`config.mk`:
```
export PLATFORM = sky130hd
export DESIGN_NAME = seven_seg_scan_driver
export DESIGN_NICKNAME = d
export VERILOG_FILES = /design/src/rtl/seven_seg_scan_driver.sv
export SDC_FILE = /design/constraint.sdc
export NUM_CORES = 1
export LEC_CHECK = 0
export ABC_CLOCK_PERIOD_IN_PS = 1700
export CORE_AREA = 2 2 95 166
export DETAILED_ROUTE_END_ITERATION = 12
export DIE_AREA = 0 0 97 168
export GPL_ROUTABILITY_DRIVEN = 0
export SLEW_MARGIN = 20
export SYNTH_ARGS = -nofsm -noshare
export SYNTH_HDL_FRONTEND = slang
export SYNTH_SLANG_ARGS = --single-unit
```
`constraint.sdc`:
```
create_clock -name clk -period 1.7 [get_ports clk]
set_input_delay 0.34 -clock clk [delete_from_list [all_inputs] [get_ports clk]]
set_output_delay 0.34 -clock clk [all_outputs]
set_load 0.03 [all_outputs]
```
`src/rtl/seven_seg_scan_driver.sv`:
```
// Binary-to-BCD (double dabble) converter feeding a time-multiplexed seven-seg digit scanner.
// Optional leading-zero blanking is compiled in with `define SEVEN_SEG_BLANK_EN.
module seven_seg_scan_driver #(
    parameter int WIDTH       = 12,
    parameter int DIGITS      = 4,
    parameter int REFRESH_DIV = 50000
) (
    input  logic              clk,
    input  logic              reset,
    input  logic [WIDTH-1:0]  in_value,
    input  logic              in_valid,
    output logic              in_ready,
    output logic              conv_done,
    output logic              overflow,
    output logic [DIGITS-1:0] digit_sel,
    output logic [3:0]        digit_bcd
);
    localparam int CONV_DIGITS = (WIDTH * 3) / 10 + 1;
    localparam int SR_W        = 4 * CONV_DIGITS + WIDTH;
    localparam int PAD_DIGITS  = (DIGITS > CONV_DIGITS) ? DIGITS : CONV_DIGITS;
    localparam int CNT_W       = $clog2(WIDTH + 1);
    localparam int REF_W       = $clog2(REFRESH_DIV);
    localparam int IDX_W       = (DIGITS > 1) ? $clog2(DIGITS) : 1;

    typedef enum logic [1:0] {IDLE, SHIFT, COMMIT} state_t;

    state_t                   state_reg, state_next;
    logic [SR_W-1:0]          sr_reg, sr_next, sr_adj;
    logic [CNT_W-1:0]         bit_cnt_reg, bit_cnt_next;
    logic [DIGITS-1:0][3:0]   disp_reg, disp_commit;
    logic                     overflow_reg;
    logic [4*PAD_DIGITS-1:0]  bcd_pad;
    logic                     ovf_hit;
    logic [REF_W-1:0]         refresh_cnt_reg, refresh_cnt_next;
    logic [IDX_W-1:0]         scan_idx_reg, scan_idx_next;
    logic                     refresh_wrap;
    logic [DIGITS-1:0]        digit_sel_reg, sel_next;
    logic [3:0]               digit_bcd_reg, bcd_next;

    // Add-3 correction on every BCD nibble before the shift; binary field passes through.
    assign sr_adj[WIDTH-1:0] = sr_reg[WIDTH-1:0];
    generate
        for (genvar gi = 0; gi < CONV_DIGITS; gi++) begin : g_adj
            logic [3:0] nib;
            assign nib = sr_reg[WIDTH + 4*gi +: 4];
            assign sr_adj[WIDTH + 4*gi +: 4] = (nib >= 4'd5) ? nib + 4'd3 : nib;
        end
    endgenerate

    always_comb begin
        bcd_pad = '0;
        bcd_pad[4*CONV_DIGITS-1:0] = sr_reg[SR_W-1:WIDTH];
    end

    always_comb begin
        ovf_hit = 1'b0;
        for (int i = DIGITS; i < PAD_DIGITS; i++) begin
            if (bcd_pad[4*i +: 4] != 4'd0) ovf_hit = 1'b1;
        end
    end

    assign disp_commit = ovf_hit ? {DIGITS{4'd9}} : bcd_pad[4*DIGITS-1:0];

    always_comb begin
        state_next   = state_reg;
        sr_next      = sr_reg;
        bit_cnt_next = bit_cnt_reg;
        in_ready     = 1'b0;
        conv_done    = 1'b0;
        case (state_reg)
            IDLE: begin
                in_ready = 1'b1;
                if (in_valid) begin
                    sr_next      = {{(4*CONV_DIGITS){1'b0}}, in_value};
                    bit_cnt_next = '0;
                    state_next   = SHIFT;
                end
            end
            SHIFT: begin
                sr_next      = sr_adj << 1;
                bit_cnt_next = bit_cnt_reg + 1'b1;
                if (bit_cnt_reg == CNT_W'(WIDTH - 1)) state_next = COMMIT;
            end
            COMMIT: begin
                conv_done  = 1'b1;
                state_next = IDLE;
            end
            default: state_next = IDLE;
        endcase
    end

`ifdef SEVEN_SEG_BLANK_EN
    logic [DIGITS-1:0] blank_reg, blank_calc;
    logic              higher_zero;

    // A digit blanks only when it and every digit above it are zero; digit 0 never blanks.
    always_comb begin
        blank_calc  = '0;
        higher_zero = 1'b1;
        for (int i = DIGITS - 1; i >= 1; i--) begin
            higher_zero   = higher_zero && (bcd_pad[4*i +: 4] == 4'd0);
            blank_calc[i] = higher_zero && !ovf_hit;
        end
    end

    always_ff @(posedge clk) begin
        if (reset) begin
            blank_reg <= '0;
        end else if (state_reg == COMMIT) begin
            blank_reg <= blank_calc;
        end
    end
`endif

    // Free-running scan, independent of the converter FSM.
    always_comb begin
        refresh_wrap     = (refresh_cnt_reg == REF_W'(REFRESH_DIV - 1));
        refresh_cnt_next = refresh_wrap ? '0 : refresh_cnt_reg + 1'b1;
        scan_idx_next    = scan_idx_reg;
        if (refresh_wrap) begin
            scan_idx_next = (scan_idx_reg == IDX_W'(DIGITS - 1)) ? '0 : scan_idx_reg + 1'b1;
        end
        sel_next = ~(DIGITS'(1) << scan_idx_next);
        bcd_next = disp_reg[scan_idx_next];
`ifdef SEVEN_SEG_BLANK_EN
        if (blank_reg[scan_idx_next]) begin
            sel_next = '1;
            bcd_next = 4'hF;
        end
`endif
    end

    always_ff @(posedge clk) begin
        if (reset) begin
            state_reg       <= IDLE;
            sr_reg          <= '0;
            bit_cnt_reg     <= '0;
            disp_reg        <= '0;
            overflow_reg    <= 1'b0;
            refresh_cnt_reg <= '0;
            scan_idx_reg    <= '0;
            digit_sel_reg   <= ~DIGITS'(1);
            digit_bcd_reg   <= '0;
        end else begin
            state_reg       <= state_next;
            sr_reg          <= sr_next;
            bit_cnt_reg     <= bit_cnt_next;
            if (state_reg == COMMIT) begin
                disp_reg     <= disp_commit;
                overflow_reg <= ovf_hit;
            end
            refresh_cnt_reg <= refresh_cnt_next;
            scan_idx_reg    <= scan_idx_next;
            digit_sel_reg   <= sel_next;
            digit_bcd_reg   <= bcd_next;
        end
    end

    assign overflow  = overflow_reg;
    assign digit_sel = digit_sel_reg;
    assign digit_bcd = digit_bcd_reg;
endmodule

```
==> impl_metrics.toml <==
[status]
status = "complete, but fails checks"
violations = "negative setup slack"

[critical_path]
slowest_stage = "nor4_4"
path_delay_family = "simple AND/OR/NAND/NOR gates"
crit_buf_inv = 0
path_cells = "ha_2 -> and4b_2 -> and4_4 -> nor3b_1 -> nor4_4 -> o22ai_1"
crit_fanout = 7
worstPathArrival_ns = 2.01
path_class = "register to register"
start_kind = "register"
worstPathRequired_ns = 1.91
end_kind = "register"
cpPeakStageDelay_ns = 0.34

[clocking]
holdBufCountCts = 0
htreeDepth = 3
clkTransAtPathRegs_ns = 0.06
cts.sink_count = 76
cts_tree = "built"
cts_made_buffers = 9
clk_latency_ns = 0.33
clockBufferDepth = 2
clockRootBuffer = "clkbuf_16"

[yosys]
synth.distinct_cells = 47
seq_area_frac_synth_pct = 41.4
synthCells = 457
yosysTopAreaCellShare_pct = 41.4
ys_ff_latch = 76
yosys_warnings = 0
synth_nets = 483
synth_area_per_cell_um2 = 8.04
yosys.cell_count.top_type = "dfxtp_1"
synthTopCellsByArea = "dfxtp_1, nor2_1, a21oi_1"
yosys-top-cells-count = "dfxtp_1, nor2_1, nand2_1"
synth_ff_type = "dfxtp_1"
synth-edff-count = 0
synth_area_um2 = 3670
synthArstFlopShare_pct = 0
synth_area_leader_cell = "dfxtp_1"

[global_route]
grt_pass1_vias = 3183
overflow = 0
grt_pass1_wl_um = 14800
antenna_found_initial = 0
track_usage_pct = 10.9
grt_max_degree = 45

[place]
place_ws_ns = -0.288
dp_hpwl_um = 5890
portBuffers = 24

[layout]
largest_reg_flops = 28
synthToLayoutAreaGrowth_pct = 30.6
final_nets = 533
utilization_pct = 31.8
insertedDiodeCount = 0
drive_gt1_share_pct = 18.9

[route]
via_per_inst = 4.65
drtPass1Iterations = 5
ant_nets = 0
routedWlPerCell_um = 12.0
drt_iter0_markers = 97
wirelength_um = 8400
drc_errors = 0
dr_total_vias = 3246

[sta]
setup_slack_ns = -0.0994
fmax_ghz = 0.556
fin_crit_ns = 1.80
setup_viol = 16
setup-tns-final_ns = -0.378
period_share_pct = 106
fin_skew_ns = 0.00583
rsz0062_at_grt = "yes"
hold_violations = 0
slew_violations = 0

[pwr]
ir_worst_vdd_mv = 0.492
power.density_nw_per_um2 = 829
leakage_nw = 1.84

[floorplan]
rows = 60
pin_count = 26
initial_utilization_pct = 24.4
die-area_um2 = 16300
die_h_um = 168
die_w_um = 97
coreArea_um2 = 15100

[min_path]
hold_path.class = "input pin to register"

[run]
cap_violations = 0
## metal layers
metal | routed length [um] | track usage, % | up-vias
met5 | 0 | 0 | -
met4 | 140 | 4.96 | 0
met3 | 262 | 2.66 | 7
met2 | 4550 | 19.5 | 53
met1 | 3450 | 12.0 | 1527
li1 | - | - | 1659
## cell type report
class                           count  area (um^2)
Clock buffer                       10          239
Clock inverter                      6         63.8
Fill cell                        1555        10300
Inverter                           13         48.8
Multi-Input combinational cell    340         2100
Sequential cell                    76         1530
Tap cell                          186          233
Timing Repair Buffer               67          584
## cells in the final DEF (no fill, tap or decap), drive strengths merged, types with 4 or more instances in the layout
cell type,netlist,layout
a21o,4,4
a21oi,41,41
a22oi,8,8
a311oi,5,5
and3,11,11
and3b,4,4
buf,12,44
clkbuf,16,11
clkdlybuf4s50,0,15
clkinv,1,4
dfxtp,76,76
dlygate4sd2,0,4
ha,11,11
inv,12,12
mux2i,7,7
nand2,48,48
nand2b,16,16
nand3,13,13
nor2,74,74
nor2b,13,13
nor3,18,18
nor3b,4,4
nor4,4,4
o21ai,10,10
o22ai,4,4
xnor2,15,15
xor2,4,4
## worst reg2reg max path, stage by stage (launching register included)
cell and delay, ns:
dfxtp_2 0.32, ha_2 0.16, and4b_2 0.32, and4_4 0.32, nor3b_1 0.11, nor4_4 0.34
o22ai_1 0.12
## power by group
| part | switching (mW) | leakage (nW) | internal [mW] | total [mW] |
|---|---|---|---|---|
| registers | 0.0233 | 0.620 | 1.82 | 1.84 |
| logic | 0.140 | 1.07 | 0.118 | 0.258 |
| clock network | 0.707 | 0.144 | 1.17 | 1.88 |
| total | 0.870 | 1.84 | 3.11 | 3.98 |
## through the flow
step / cell area, um^2 / std cells / hold WS (ns) / power, mW
2_1_floorplan: 3690 / 457 / 0.428 / 2.04
3_3_place_gp: 4310 / 674 / 0.455 / 2.13
3_5_place_dp: 4310 / 674 / 0.458 / 2.14
4_1_cts: 4760 / 697 / 0.358 / 4.06
5_1_grt: 4800 / 698 / 0.394 / 4.17
6_report: 4800 / 698 / 0.376 / 3.98
## final timing paths
check,depth (start not counted),to,start,slack (ns)
setup / recovery,6,digit_bcd[2],scan_idx_reg[1],-0.1
hold / removal,2,sr_reg[26],reset,0.38
setup reg to reg,6,digit_bcd[2],scan_idx_reg[1],-0.1
hold reg to reg,2,disp_reg[5],disp_reg[5],0.47
## repair_timing
action / in CTS / in global routing
hold endpoints to repair: 0 / 0
gates cloned: 1 / 0
gates resized for setup: 31 / 11
pin swaps: 14 / 3
setup endpoints to repair: 13 / 28
setup buffers: 6 / 1
## cell families (layout without fill, tap and decap cells)
logic type               Yosys count  in the layout  share of synthesized area (%)
multiplexers                       7              7                           2.01
adder cells (fa/ha/maj)           11             11                           3.75
AO/OA/AOI/OAI                     79             79                           12.8
XOR/XNOR                          19             19                           4.53
flip-flops                        76             76                           41.4
buffers and inverters             42             96                           5.31
other                              1              1                          0.102
AND/OR/NAND/NOR                  222            223                           30.1
Note: power is estimated with default switching activity, not from simulation.
